File: src/rtl/axi_lite_terminator_if.sv
// AXI4-Lite bus bundle for the terminator: master drives requests, slave drives
// ready/response signals.
interface axi_lite_terminator_if #(
  parameter int ADDR_WIDTH = 32,
  parameter int DATA_WIDTH = 32
);
  logic [ADDR_WIDTH-1:0]   awaddr;
  logic                    awvalid;
  logic                    awready;
  logic [DATA_WIDTH-1:0]   wdata;
  logic [DATA_WIDTH/8-1:0] wstrb;
  logic                    wvalid;
  logic                    wready;
  logic [1:0]              bresp;
  logic                    bvalid;
  logic                    bready;
  logic [ADDR_WIDTH-1:0]   araddr;
  logic                    arvalid;
  logic                    arready;
  logic [DATA_WIDTH-1:0]   rdata;
  logic [1:0]              rresp;
  logic                    rvalid;
  logic                    rready;

  modport master (
    output awaddr, awvalid, input awready,
    output wdata, wstrb, wvalid, input wready,
    input bresp, bvalid, output bready,
    output araddr, arvalid, input arready,
    input rdata, rresp, rvalid, output rready
  );

  modport slave (
    input awaddr, awvalid, output awready,
    input wdata, wstrb, wvalid, output wready,
    output bresp, bvalid, input bready,
    input araddr, arvalid, output arready,
    output rdata, rresp, rvalid, input rready
  );
endinterface

File: src/rtl/axi_lite_terminator.sv
// AXI4-Lite sink that answers every access with a fixed error response and counts
// completed transactions. Define AXIL_TERM_CAPTURE_EN to add first-error address capture.
module axi_lite_terminator #(
  parameter int                    ADDR_WIDTH = 32,
  parameter int                    DATA_WIDTH = 32,
  parameter logic [1:0]            RESP       = 2'b11,
  parameter logic [DATA_WIDTH-1:0] RDATA_FILL = {DATA_WIDTH/32{32'hDEADBEEF}},
  parameter int                    CNT_WIDTH  = 16
) (
  input  logic                 aclk,
  input  logic                 aresetn,
  axi_lite_terminator_if.slave s_axil,
  output logic [CNT_WIDTH-1:0] wr_count,
  output logic [CNT_WIDTH-1:0] rd_count
`ifdef AXIL_TERM_CAPTURE_EN
  ,
  output logic [ADDR_WIDTH-1:0] err_addr,
  output logic                  err_is_write,
  output logic                  err_valid,
  input  logic                  err_clear
`endif
);

  typedef enum logic {W_ADDR_DATA, W_RESP} w_state_t;
  typedef enum logic {R_ADDR, R_RESP} r_state_t;

  w_state_t w_state;
  r_state_t r_state;
  logic     aw_got, w_got;
  logic     aw_hs, w_hs, b_hs, ar_hs, r_hs;
  logic     aw_done, w_done;

  function automatic logic [CNT_WIDTH-1:0] sat_inc(input logic [CNT_WIDTH-1:0] v);
    return (&v) ? v : v + 1'b1;
  endfunction

  assign aw_hs   = s_axil.awvalid && s_axil.awready;
  assign w_hs    = s_axil.wvalid && s_axil.wready;
  assign b_hs    = s_axil.bvalid && s_axil.bready;
  assign ar_hs   = s_axil.arvalid && s_axil.arready;
  assign r_hs    = s_axil.rvalid && s_axil.rready;
  assign aw_done = aw_got || aw_hs;
  assign w_done  = w_got || w_hs;

  // Payload never influences the response.
  logic unused_payload;
  assign unused_payload = ^{s_axil.awaddr, s_axil.araddr, s_axil.wdata, s_axil.wstrb};

  // Write path: readies are registered so they stay low until the first edge out of reset.
  always_ff @(posedge aclk or negedge aresetn) begin
    if (!aresetn) begin
      w_state        <= W_ADDR_DATA;
      aw_got         <= 1'b0;
      w_got          <= 1'b0;
      s_axil.awready <= 1'b0;
      s_axil.wready  <= 1'b0;
      s_axil.bvalid  <= 1'b0;
      s_axil.bresp   <= 2'b00;
    end else begin
      case (w_state)
        W_ADDR_DATA: begin
          if (aw_done && w_done) begin
            w_state        <= W_RESP;
            aw_got         <= 1'b0;
            w_got          <= 1'b0;
            s_axil.awready <= 1'b0;
            s_axil.wready  <= 1'b0;
            s_axil.bvalid  <= 1'b1;
            s_axil.bresp   <= RESP;
          end else begin
            aw_got         <= aw_done;
            w_got          <= w_done;
            s_axil.awready <= !aw_done;
            s_axil.wready  <= !w_done;
          end
        end
        W_RESP: begin
          if (s_axil.bready) begin
            w_state        <= W_ADDR_DATA;
            s_axil.bvalid  <= 1'b0;
            s_axil.awready <= 1'b1;
            s_axil.wready  <= 1'b1;
          end
        end
        default: w_state <= W_ADDR_DATA;
      endcase
    end
  end

  // Read path
  always_ff @(posedge aclk or negedge aresetn) begin
    if (!aresetn) begin
      r_state        <= R_ADDR;
      s_axil.arready <= 1'b0;
      s_axil.rvalid  <= 1'b0;
      s_axil.rresp   <= 2'b00;
      s_axil.rdata   <= '0;
    end else begin
      case (r_state)
        R_ADDR: begin
          if (ar_hs) begin
            r_state        <= R_RESP;
            s_axil.arready <= 1'b0;
            s_axil.rvalid  <= 1'b1;
            s_axil.rresp   <= RESP;
            s_axil.rdata   <= RDATA_FILL;
          end else begin
            s_axil.arready <= 1'b1;
          end
        end
        R_RESP: begin
          if (s_axil.rready) begin
            r_state        <= R_ADDR;
            s_axil.rvalid  <= 1'b0;
            s_axil.arready <= 1'b1;
          end
        end
        default: r_state <= R_ADDR;
      endcase
    end
  end

  // Completion counters
  always_ff @(posedge aclk or negedge aresetn) begin
    if (!aresetn) begin
      wr_count <= '0;
      rd_count <= '0;
    end else begin
      if (b_hs) wr_count <= sat_inc(wr_count);
      if (r_hs) rd_count <= sat_inc(rd_count);
    end
  end

`ifdef AXIL_TERM_CAPTURE_EN
  // First-error capture; a write wins a same-cycle tie and clear beats capture.
  always_ff @(posedge aclk or negedge aresetn) begin
    if (!aresetn) begin
      err_addr     <= '0;
      err_is_write <= 1'b0;
      err_valid    <= 1'b0;
    end else if (err_clear) begin
      err_valid <= 1'b0;
    end else if (!err_valid && (aw_hs || ar_hs)) begin
      err_valid    <= 1'b1;
      err_is_write <= aw_hs;
      err_addr     <= aw_hs ? s_axil.awaddr : s_axil.araddr;
    end
  end
`endif

endmodule

File: src/flat_wrapper.sv
// flat-port wrapper written by rule: the top's interface ports become plain ports
module axi_lite_terminator_flat 
#(
  parameter int                    ADDR_WIDTH = 32,
  parameter int                    DATA_WIDTH = 32,
  parameter logic [1:0]            RESP       = 2'b11,
  parameter logic [DATA_WIDTH-1:0] RDATA_FILL = {DATA_WIDTH/32{32'hDEADBEEF}},
  parameter int                    CNT_WIDTH  = 16
)
  (aclk, aresetn, wr_count, rd_count, s_axil_awaddr, s_axil_awvalid, s_axil_awready, s_axil_wdata, s_axil_wstrb, s_axil_wvalid, s_axil_wready, s_axil_bresp, s_axil_bvalid, s_axil_bready, s_axil_araddr, s_axil_arvalid, s_axil_arready, s_axil_rdata, s_axil_rresp, s_axil_rvalid, s_axil_rready);
  axi_lite_terminator_if #(.ADDR_WIDTH(ADDR_WIDTH), .DATA_WIDTH(DATA_WIDTH)) s_axil_i ();
  input  logic aclk;
  input  logic aresetn;
  output logic [CNT_WIDTH-1:0] wr_count;
  output logic [CNT_WIDTH-1:0] rd_count;
  input wire logic [$bits(s_axil_i.awaddr)-1:0] s_axil_awaddr;
  input wire logic [$bits(s_axil_i.awvalid)-1:0] s_axil_awvalid;
  output wire logic [$bits(s_axil_i.awready)-1:0] s_axil_awready;
  input wire logic [$bits(s_axil_i.wdata)-1:0] s_axil_wdata;
  input wire logic [$bits(s_axil_i.wstrb)-1:0] s_axil_wstrb;
  input wire logic [$bits(s_axil_i.wvalid)-1:0] s_axil_wvalid;
  output wire logic [$bits(s_axil_i.wready)-1:0] s_axil_wready;
  output wire logic [$bits(s_axil_i.bresp)-1:0] s_axil_bresp;
  output wire logic [$bits(s_axil_i.bvalid)-1:0] s_axil_bvalid;
  input wire logic [$bits(s_axil_i.bready)-1:0] s_axil_bready;
  input wire logic [$bits(s_axil_i.araddr)-1:0] s_axil_araddr;
  input wire logic [$bits(s_axil_i.arvalid)-1:0] s_axil_arvalid;
  output wire logic [$bits(s_axil_i.arready)-1:0] s_axil_arready;
  output wire logic [$bits(s_axil_i.rdata)-1:0] s_axil_rdata;
  output wire logic [$bits(s_axil_i.rresp)-1:0] s_axil_rresp;
  output wire logic [$bits(s_axil_i.rvalid)-1:0] s_axil_rvalid;
  input wire logic [$bits(s_axil_i.rready)-1:0] s_axil_rready;
  assign s_axil_i.awaddr = s_axil_awaddr;
  assign s_axil_i.awvalid = s_axil_awvalid;
  assign s_axil_awready = s_axil_i.awready;
  assign s_axil_i.wdata = s_axil_wdata;
  assign s_axil_i.wstrb = s_axil_wstrb;
  assign s_axil_i.wvalid = s_axil_wvalid;
  assign s_axil_wready = s_axil_i.wready;
  assign s_axil_bresp = s_axil_i.bresp;
  assign s_axil_bvalid = s_axil_i.bvalid;
  assign s_axil_i.bready = s_axil_bready;
  assign s_axil_i.araddr = s_axil_araddr;
  assign s_axil_i.arvalid = s_axil_arvalid;
  assign s_axil_arready = s_axil_i.arready;
  assign s_axil_rdata = s_axil_i.rdata;
  assign s_axil_rresp = s_axil_i.rresp;
  assign s_axil_rvalid = s_axil_i.rvalid;
  assign s_axil_i.rready = s_axil_rready;
  axi_lite_terminator #(.ADDR_WIDTH(ADDR_WIDTH), .DATA_WIDTH(DATA_WIDTH), .RESP(RESP), .RDATA_FILL(RDATA_FILL), .CNT_WIDTH(CNT_WIDTH)) u_core (.aclk(aclk), .aresetn(aresetn), .s_axil(s_axil_i), .wr_count(wr_count), .rd_count(rd_count));
endmodule
File: config.mk
export PLATFORM = sky130hd
export DESIGN_NAME = axi_lite_terminator_flat
export DESIGN_NICKNAME = d
export VERILOG_FILES = /design/src/rtl/axi_lite_terminator_if.sv /design/src/rtl/axi_lite_terminator.sv /design/src/flat_wrapper.sv
export SDC_FILE = /design/constraint.sdc
export NUM_CORES = 1
export LEC_CHECK = 0
export ABC_AREA = 1
export CORE_MARGIN = 2
export CORE_UTILIZATION = 37
export DETAILED_ROUTE_END_ITERATION = 8
export PLACE_DENSITY = 0.82
export SLEW_MARGIN = 30
export SYNTH_ARGS = -nofsm -noshare
export SYNTH_HDL_FRONTEND = slang
export SYNTH_SLANG_ARGS = --single-unit
File: constraint.sdc
create_clock -name aclk -period 1.6 [get_ports aclk]
set_input_delay 0.48 -clock aclk [delete_from_list [all_inputs] [get_ports aclk]]
set_output_delay 0.48 -clock aclk [all_outputs]
set_load 0.02 [all_outputs]
==> summary.md, run 1 <==
| Metric | Value |
|---|---|
| Fin. max-slew vios | 0 |
| Number of global-route vias before repair | 2452 |
| DR vias | 2574 |
| Crit path kind | reg -> out |
| DRT antenna net count | 0 |
| Boundary Pins | 180 |
| Die Area | 0.00814 mm2 |
| TritonCTS Buffers | 5 |
| Count of hold buffers inserted by post-cts repair | 0 |
| Worst setup slack after layout | 0.0367 ns |
| Combinational family with the most area after synthesis | simple AND/OR/NAND/NOR gates |
| Minimum setup slack after placement | -0.277 ns |
| Synth Warn # | 0 |
| Distinct cell type count of the synthesized netlist | 22 |
| Area occupied by registers | 0.00108 mm2 |
| Fin crit period | 1.56 ns |
| Startpoint class of the critical path | flip-flop |
| Final setup fails | 0 |
| Diode insertion count for antenna repair | 0 |
| Part of the Yosys area used for sequential elements | 39.1% |
| CTS H-Tree Depth | 2 |
| Die X-Extent | 90.2 um |
| Final Util | 49.7% |
| Share of final-layout standard cells stronger than drive strength 1 | 21.5% |
| Largest stage delay, worst path | ~0.45 ns |
| Family of cells with the greatest summed delay on the critical path | flip-flops |
| Commonest cells after routing, fill and taps aside | 150 x sky130_fd_sc_hd__nand2_1, 43 x sky130_fd_sc_hd__inv_1, 40 x sky130_fd_sc_hd__dfrtp_1 |
| Crit path max-delay cell type | sky130_fd_sc_hd__dfrtp_2 |
| Arrival time reported for the critical path endpoint | 1.08 ns |
| Number of port buffers | 71 |
| Final instance area | 0.00359 mm2 |
| Highest clock rate | between 0.6 and 0.7 GHz |
| First-pass GRT wire length | 10800 um |
| Most common cell after layout, fill and taps aside | sky130_fd_sc_hd__nand2_1 |
| Buffers and inverters on the worst path | 1 |
| Gr usage total | 15.8% |
| Maximum fanout along the worst path | 4 |
| Clock edge transition at the registers on the reported setup and hold paths | 0.09 ns |
| Average via count per standard cell | 4.49 |
| Post-synthesis xor/xnor area fraction | 1.91% |
| Relative area change from synthesis to final layout | 30.4% |
| Footprint of the multi-input gates | 0.00129 mm2 |
| Adder-cell share of the synthesized area | 0.910% |
| Root cell of the clock tree | sky130_fd_sc_hd__clkbuf_8 |
| Max clock buf depth | 2 |
| Series of cell instances along the critical path | dlygate4sd2_1 |
| Fin crit share | 97.7% |
| Worst min-delay path class | in -> async |
| Mean cell area of the mapped netlist | approximately 7.0 um2 |
| Height of the chip | 90.2 um |
| Synthesized flop and latch total | 43 |
| Result of the run | finished, final reports clean |
| Area of the core | 0.00721 mm2 |
| Power density over the cells | between 1000 and 1500 mW/mm2 |
| Site Rows | 31 |
| Critical Path Source | u_core.rd_count[1] |
| Synthesized netlist cell count | 391 |
| Largest net degree at the start of global routing | between 40 and 50 |
| CTS tree | built |
| Skew-Pair Late Insertion Delay | 0.30 ns |
| Layout Skew | 0.0154 ns |
| Total number of nets in the final design | 583 |
| # fillers | 710 |
| Total negative slack | 0 ns |
| Endpoint required time on the critical path | 1.12 ns |
| Final Hold Violating Endpoints | 0 |
| Multiplexer area fraction after synthesis | 0% |
| Worst-case vdd ir drop | 0.000898 V |
| Category of the worst setup path capture point | primary output |
| Wirelength per Cell | 10.6 um |
| Post-detailed-routing wire length | approximately 6100 um |
| Drc violations | 0 |
| Area share of and/or/nand/nor cells after synthesis | 37.8% |
| Detailed Place HPWL | 4580 um |
| Remaining global-route overflow | 0 |
| Initial standard-cell utilization of the core | 38.1% |
| Initial antenna violation count | 0 |
| Post-layout total power | roughly 4 mW |
| Number of sinks driven by the clock tree | 43 |
| Starting DRC count in detailed routing | 68 |
| Worst reg2reg path startpoint | u_core.rd_count[1] |
| Placed instance area | between 0.003 and 0.004 mm2 |
| Number of detailed-route iterations in the first pass | 4 |
| Last weighted congestion value of the routability-driven placer | between 0.8 and 0.9 |
| Leakage | 1.83 nW |
| Compound-cell area share of the yosys netlist | 3.50% |
| Syn Std Cell Area | between 0.002 and 0.003 mm2 |
| Number of maximum-capacitance constraint violations | 0 |
-- metal layers --
| layer | global-route usage (%) | part of all wire [%] | up-vias |
|---|---|---|---|
| met2 | 27.2 | 48 | 70 |
| met1 | 19.5 | 46 | 1175 |
| met4 | 4.36 | 1.0 | 0 |
| met5 | 0 | 0 | - |
| li1 | - | - | 1321 |
| met3 | 4.44 | 5.4 | 8 |
-- final cells by class --
type	instances	share of cell area, %
clock buffers	6	2.02
clock inverters	1	0.837
inverters	46	4.81
multi-input cells	272	36.0
flip-flops and latches	43	30.1
well taps	99	3.45
repair buffers	106	22.8
-- kinds of logic (layout without fill, tap and decap cells) --
| family | count (synthesis) | after routing |
|---|---|---|
| other | 1 | 8 |
| AO/OA/AOI/OAI | 17 | 17 |
| buffers and inverters | 83 | 159 |
| flip-flops | 43 | 43 |
| adder cells (fa/ha/maj) | 2 | 2 |
| AND/OR/NAND/NOR | 239 | 239 |
| XOR/XNOR | 6 | 6 |
-- path summary, 6_finish.rpt --
path | depth (start not counted) | end | slack (ns)
max | 1 | rd_count[1] | 0.04
min | 2 | u_core.rd_count[12] | 0.14
max reg2reg | 9 | u_core.rd_count[7] | 0.12
min reg2reg | 2 | u_core.s_axil.bresp[0] | 0.48
max in group asynchronous | 2 | u_core.rd_count[0] | 1.22
min in group aclk | 2 | u_core.s_axil.bresp[0] | 0.48
-- metrics by stage --
step / std cells / hold slack [ns]
finish: 573 / 0.144
global route: 573 / 0.161
CTS: 571 / 0.151
detailed placement: 564 / 0.479
global placement: 564 / 0.472
floorplan: 398 / 0.184
-- flip-flops by register name, summed over array words and instances, names as in the netlist --
register and cells:
u_core.aw_got 1, u_core.r_state 1, u_core.rd_count 16, u_core.s_axil.arready 1
u_core.s_axil.awready 1, u_core.s_axil.bresp 1, u_core.s_axil.bvalid 1, u_core.s_axil.rdata 1
u_core.s_axil.rvalid 1, u_core.s_axil.wready 1, u_core.w_got 1, u_core.w_state 1
u_core.wr_count 16
-- power by group --
group	total, mW	internal [mW]	switching [mW]
clock network	0.830	0.458	0.372
registers	1.58	1.34	0.233
logic	1.68	0.703	0.975
-- cells in the mapped netlist (all sizes together) --
master / number / area, um2
nand3: 16 / 80.1
ha: 2 / 25.0
inv: 46 / 173
buf: 37 / 285
nor2: 46 / 215
nand2: 159 / 624
a21oi: 3 / 15.0
nor3: 1 / 5.00
dfrtp: 43 / 1080
nand4: 10 / 62.6
xor2: 4 / 35.0
xnor2: 2 / 17.5
conb: 1 / 3.75
nand3b: 7 / 52.6
o21ai: 14 / 81.3
-- what timing repair did --
item                       4_1_cts  5_1_grt
pin swaps                        0        2
resized for setup              143       17
setup buffers                    0        2
setup endpoints to repair       75       31
gates cloned                     0        0
Power figures use the tool's default switching activity.
==> run 2, diff against run 1 <==
--- a/config.mk
+++ b/config.mk
@@ -10,7 +10,7 @@
 export CORE_UTILIZATION = 37
 export DETAILED_ROUTE_END_ITERATION = 8
 export PLACE_DENSITY = 0.82
-export SLEW_MARGIN = 30
+export SLEW_MARGIN = 10
 export SYNTH_ARGS = -nofsm -noshare
 export SYNTH_HDL_FRONTEND = slang
 export SYNTH_SLANG_ARGS = --single-unit
==> results of run 2 <==
No change in the layout: final DEF, timing and power equal those of run 1.
